--- src/rtl/control_unit.sv ---
// Moore sequencer for the cumulative-sum program (sum of i, i = 0..10) on the
// dedicated-processor datapath: R1 = i, R2 = sum, R3 = constant 1.
module control_unit (
    input  logic       clk,
    input  logic       reset,
    input  logic       start,
    input  logic       iLe10,
    input  logic       aBTb,
    output logic       RFSrcMuxSel,
    output logic [2:0] readAddr1,
    output logic [2:0] readAddr2,
    output logic [2:0] writeAddr,
    output logic       writeEn,
    output logic       outBuf,
    output logic [2:0] aluOP,
    output logic       busy,
    output logic       done
);

    localparam logic [3:0] S_IDLE     = 4'd0;
    localparam logic [3:0] S_INIT_I   = 4'd1;
    localparam logic [3:0] S_INIT_S   = 4'd2;
    localparam logic [3:0] S_INIT_ONE = 4'd3;
    localparam logic [3:0] S_COMP     = 4'd4;
    localparam logic [3:0] S_ADD_SUM  = 4'd5;
    localparam logic [3:0] S_INC_I    = 4'd6;
    localparam logic [3:0] S_OUT      = 4'd7;
    localparam logic [3:0] S_DONE     = 4'd8;

    localparam logic [2:0] ALU_ADD = 3'b000;

    localparam logic [2:0] R_ZERO = 3'd0;
    localparam logic [2:0] R_I    = 3'd1;
    localparam logic [2:0] R_SUM  = 3'd2;
    localparam logic [2:0] R_ONE  = 3'd3;

    logic [3:0] state_q;
    logic [3:0] state_d;

    // The comparator's a <= b flag is not needed by this program.
    logic unused_abtb;
    assign unused_abtb = aBTb;

    always_comb begin
        state_d = S_IDLE;
        case (state_q)
            S_IDLE:     state_d = start ? S_INIT_I : S_IDLE;
            S_INIT_I:   state_d = S_INIT_S;
            S_INIT_S:   state_d = S_INIT_ONE;
            S_INIT_ONE: state_d = S_COMP;
            S_COMP:     state_d = iLe10 ? S_ADD_SUM : S_DONE;
            S_ADD_SUM:  state_d = S_INC_I;
            S_INC_I:    state_d = S_OUT;
            S_OUT:      state_d = S_COMP;
            // Holding in DONE until start drops keeps a held start from relaunching.
            S_DONE:     state_d = start ? S_DONE : S_IDLE;
            default:    state_d = S_IDLE;
        endcase
    end

    always_ff @(posedge clk or negedge reset) begin
        if (!reset) begin
            state_q <= S_IDLE;
        end else begin
            state_q <= state_d;
        end
    end

    always_comb begin
        RFSrcMuxSel = 1'b0;
        readAddr1   = R_ZERO;
        readAddr2   = R_ZERO;
        writeAddr   = R_ZERO;
        writeEn     = 1'b0;
        outBuf      = 1'b0;
        aluOP       = ALU_ADD;
        busy        = 1'b0;
        done        = 1'b0;
        case (state_q)
            S_INIT_I: begin
                writeAddr = R_I;
                writeEn   = 1'b1;
                busy      = 1'b1;
            end
            S_INIT_S: begin
                writeAddr = R_SUM;
                writeEn   = 1'b1;
                busy      = 1'b1;
            end
            S_INIT_ONE: begin
                RFSrcMuxSel = 1'b1;
                writeAddr   = R_ONE;
                writeEn     = 1'b1;
                busy        = 1'b1;
            end
            S_COMP: begin
                readAddr1 = R_I;
                busy      = 1'b1;
            end
            S_ADD_SUM: begin
                readAddr1 = R_SUM;
                readAddr2 = R_I;
                writeAddr = R_SUM;
                writeEn   = 1'b1;
                busy      = 1'b1;
            end
            S_INC_I: begin
                readAddr1 = R_I;
                readAddr2 = R_ONE;
                writeAddr = R_I;
                writeEn   = 1'b1;
                busy      = 1'b1;
            end
            S_OUT: begin
                readAddr1 = R_SUM;
                outBuf    = 1'b1;
                busy      = 1'b1;
            end
            S_DONE: begin
                readAddr1 = R_SUM;
                done      = 1'b1;
            end
            default: begin
                busy = 1'b0;
            end
        endcase
    end

endmodule

--- config.mk ---
export PLATFORM = sky130hd
export DESIGN_NAME = control_unit
export DESIGN_NICKNAME = d
export VERILOG_FILES = /design/src/rtl/control_unit.sv
export SDC_FILE = /design/constraint.sdc
export NUM_CORES = 1
export LEC_CHECK = 0
export ABC_CLOCK_PERIOD_IN_PS = 1400
export CAP_MARGIN = 5
export CORE_MARGIN = 2
export CORE_UTILIZATION = 25
export CTS_CLUSTER_SIZE = 10
export DETAILED_ROUTE_END_ITERATION = 10
export PLACE_DENSITY = 0.68
export SYNTH_ARGS = -nofsm -noshare
export SYNTH_HDL_FRONTEND = slang
export SYNTH_SLANG_ARGS = --single-unit
--- constraint.sdc ---
create_clock -name clk -period 1.4 [get_ports clk]
set_input_delay 0.28 -clock clk [delete_from_list [all_inputs] [get_ports clk]]
set_output_delay 0.28 -clock clk [all_outputs]
set_load 0.02 [all_outputs]
==> flow_summary.json <==
{
  "drv_slew": 0,
  "finalSetupViolations": 11,
  "fillers": 154,
  "fin_crit_ns": 1.529,
  "final_cell_mix": "buf_4, buf_6, conb_1",
  "netlist_area_um2": 380.4,
  "yosysUniqueCellTypes": 23,
  "hold-worst-slack_ns": 0.2487,
  "cts_tree": "yes",
  "min_path_type": "in -> async",
  "start_kind": "flip-flop",
  "synth_area_per_cell_um2": 8.269,
  "period_share_pct": 109.2,
  "port_buffers": 14,
  "ios": 22,
  "r2r-start": "state_q[2]",
  "diodes": 0,
  "drt_iter0_markers": 4,
  "final_common_cell": "buf_4",
  "outcome": "finished with violations",
  "first_global_vias": 395,
  "core_mm2": 0.001471,
  "cp_max_fo": 6,
  "r2r-end": "state_q[3]",
  "p_leak_nw": 0.3264,
  "cts-root-buf": "clkbuf_4",
  "largest_register_ffs": 4,
  "vias": 417,
  "fmax_ghz": 0.6539,
  "crit_arrival_ns": 1.25,
  "synth.top_cell.area_share_pct": 26.32,
  "place_area_um2": 611.8,
  "wl_mm": 1.065,
  "yosysTopAreaCell": "dfrtp_1",
  "p_total_mw": 1.855,
  "vdd_drop_max_v": 0.001158,
  "crit_type": "reg -> out",
  "clk_path_buf_depth": 2,
  "clk_latency_ns": 0.23,
  "top_regs": "state_q: 4 flops",
  "fin_nets": 83,
  "r2r_slack_ns": 0.07,
  "violations": "setup timing",
  "antenna_left": 0,
  "cp_data_required_time_ns": 1.12,
  "grt_overflow": 0,
  "seq_area_frac_synth_pct": 26.32,
  "viasPerCell": 4.533,
  "wire_per_inst_um": 11.58,
  "r2r_cells": 4,
  "track_usage_pct": 12.99,
  "numCtsBuffers": 3,
  "drc_errors": 0,
  "placementRows": 14,
  "end_kind": "output pin",
  "cts_max_level": 1,
  "cap_violations": 0,
  "finalClockSkew_ns": 0.001329,
  "ys.warnings.count": 0,
  "clkTransAtPathRegs_ns": 0.04,
  "drtPass1Iterations": 3,
  "power.density_mw_per_mm2": 2615,
  "ys_ff_latch": 4,
  "fin_area_um2": 709.4,
  "place_congestion": 0.7021,
  "dpl_worst_slack_ns": -0.4331,
  "die_area_mm2": 0.001849,
  "grt_max_degree": 8,
  "rsz0062_at_grt": "yes",
  "hold_viol": 0,
  "drive_above_1_share_pct": 65.79,
  "start_util_pct": 25.85,
  "synth_cells": 46,
  "die_width_um": 43.01,
  "regMostFlops": "state_q",
  "dpl.hpwl_um": 678.4,
  "holdBufCountCts": 0,
  "die_h_um": 43.01,
  "antenna_found_initial": 0,
  "grt_pass1_wl_mm": 1.738,
  "yosys-top-cells-area": "dfrtp_1, buf_4, nand3b_1, buf_2, nand2b_1",
  "area_growth_pct": 86.51,
  "clock_sinks": 4,
  "layout_setup_ws_ns": -0.1293
}
[layout make-up]
class                           count  area (um^2)  share of cell area, %
Timing Repair Buffer               33        282.8                  39.86
Multi-Input combinational cell     34        269.0                  37.92
Sequential cell                     4        105.1                  14.81
Clock buffer                        3        22.52                  3.175
Tap cell                           16        20.02                  2.822
Inverter                            2        10.01                  1.411
[synth_stat cells (all sizes together)]
cell type and count:
nand2b 3, mux2i 1, nor4b 1, nand2 1, conb 1, nand3b 3
nor2 4, inv 2, nor3b 1, dfrtp 4, o21bai 1, o221a 1
a21oi 2, a211oi 2, a31o 1, a31oi 1, buf 11, or3b 1
nor3 3, xnor2 1, o21a 1
[per-stage QoR]
stage	cells	TNS [ns]	util [%]
3_5_place_dp	83	-4.081	41.58
6_report	92	-0.7784	48.21
3_3_place_gp	83	-3.841	41.58
4_1_cts	91	-1.016	44.81
2_1_floorplan	51	0	-
5_1_grt	92	-1.482	48.21
[logic make-up after synthesis]
| kind of cell | count (synthesis) | synth area share [%] |
|---|---|---|
| XOR/XNOR | 1 | 2.303 |
| AO/OA/AOI/OAI | 9 | 18.75 |
| other | 1 | 0.9859 |
| AND/OR/NAND/NOR | 17 | 27.96 |
| buffers and inverters | 13 | 21.05 |
| multiplexers | 1 | 2.632 |
| flip-flops | 4 | 26.32 |
[repair_timing]
item | CTS | global route
setup endpoints to repair | 12 | 12
resized for setup | 63 | 13
pin swaps | 3 | 6
setup buffers | 5 | 1
[power breakdown]
group          switching (mW)  internal, mW
Clock                  0.0425        0.0956
Combinational           0.633         0.776
Sequential              0.130         0.178
[critical path, stage by stage (launching register included)]
cell and delay (ns):
dfrtp_2 0.43, buf_4 0.17, inv_1 0.05, a31o_2 0.24
buf_6 0.13
[metal layers]
layer,part of all wire (%),global-route usage [%]
met2,54,21.82
met3,5.6,1.702
met1,41,14.99
met5,0,0
met4,0,9.091
[worst max path at each step]
| stage | start | to | depth (start not counted) |
|---|---|---|---|
| after global placement | state_q[1] | readAddr1[1] | 3 |
| after floorplan | state_q[0] | readAddr1[1] | 2 |
| after CTS | state_q[2] | readAddr1[1] | 3 |
| after global routing | state_q[3] | readAddr1[1] | 4 |
| after detailed placement | state_q[1] | readAddr1[1] | 3 |
| final | state_q[3] | readAddr1[1] | 4 |
No activity file was read; power rests on OpenSTA's default activity.
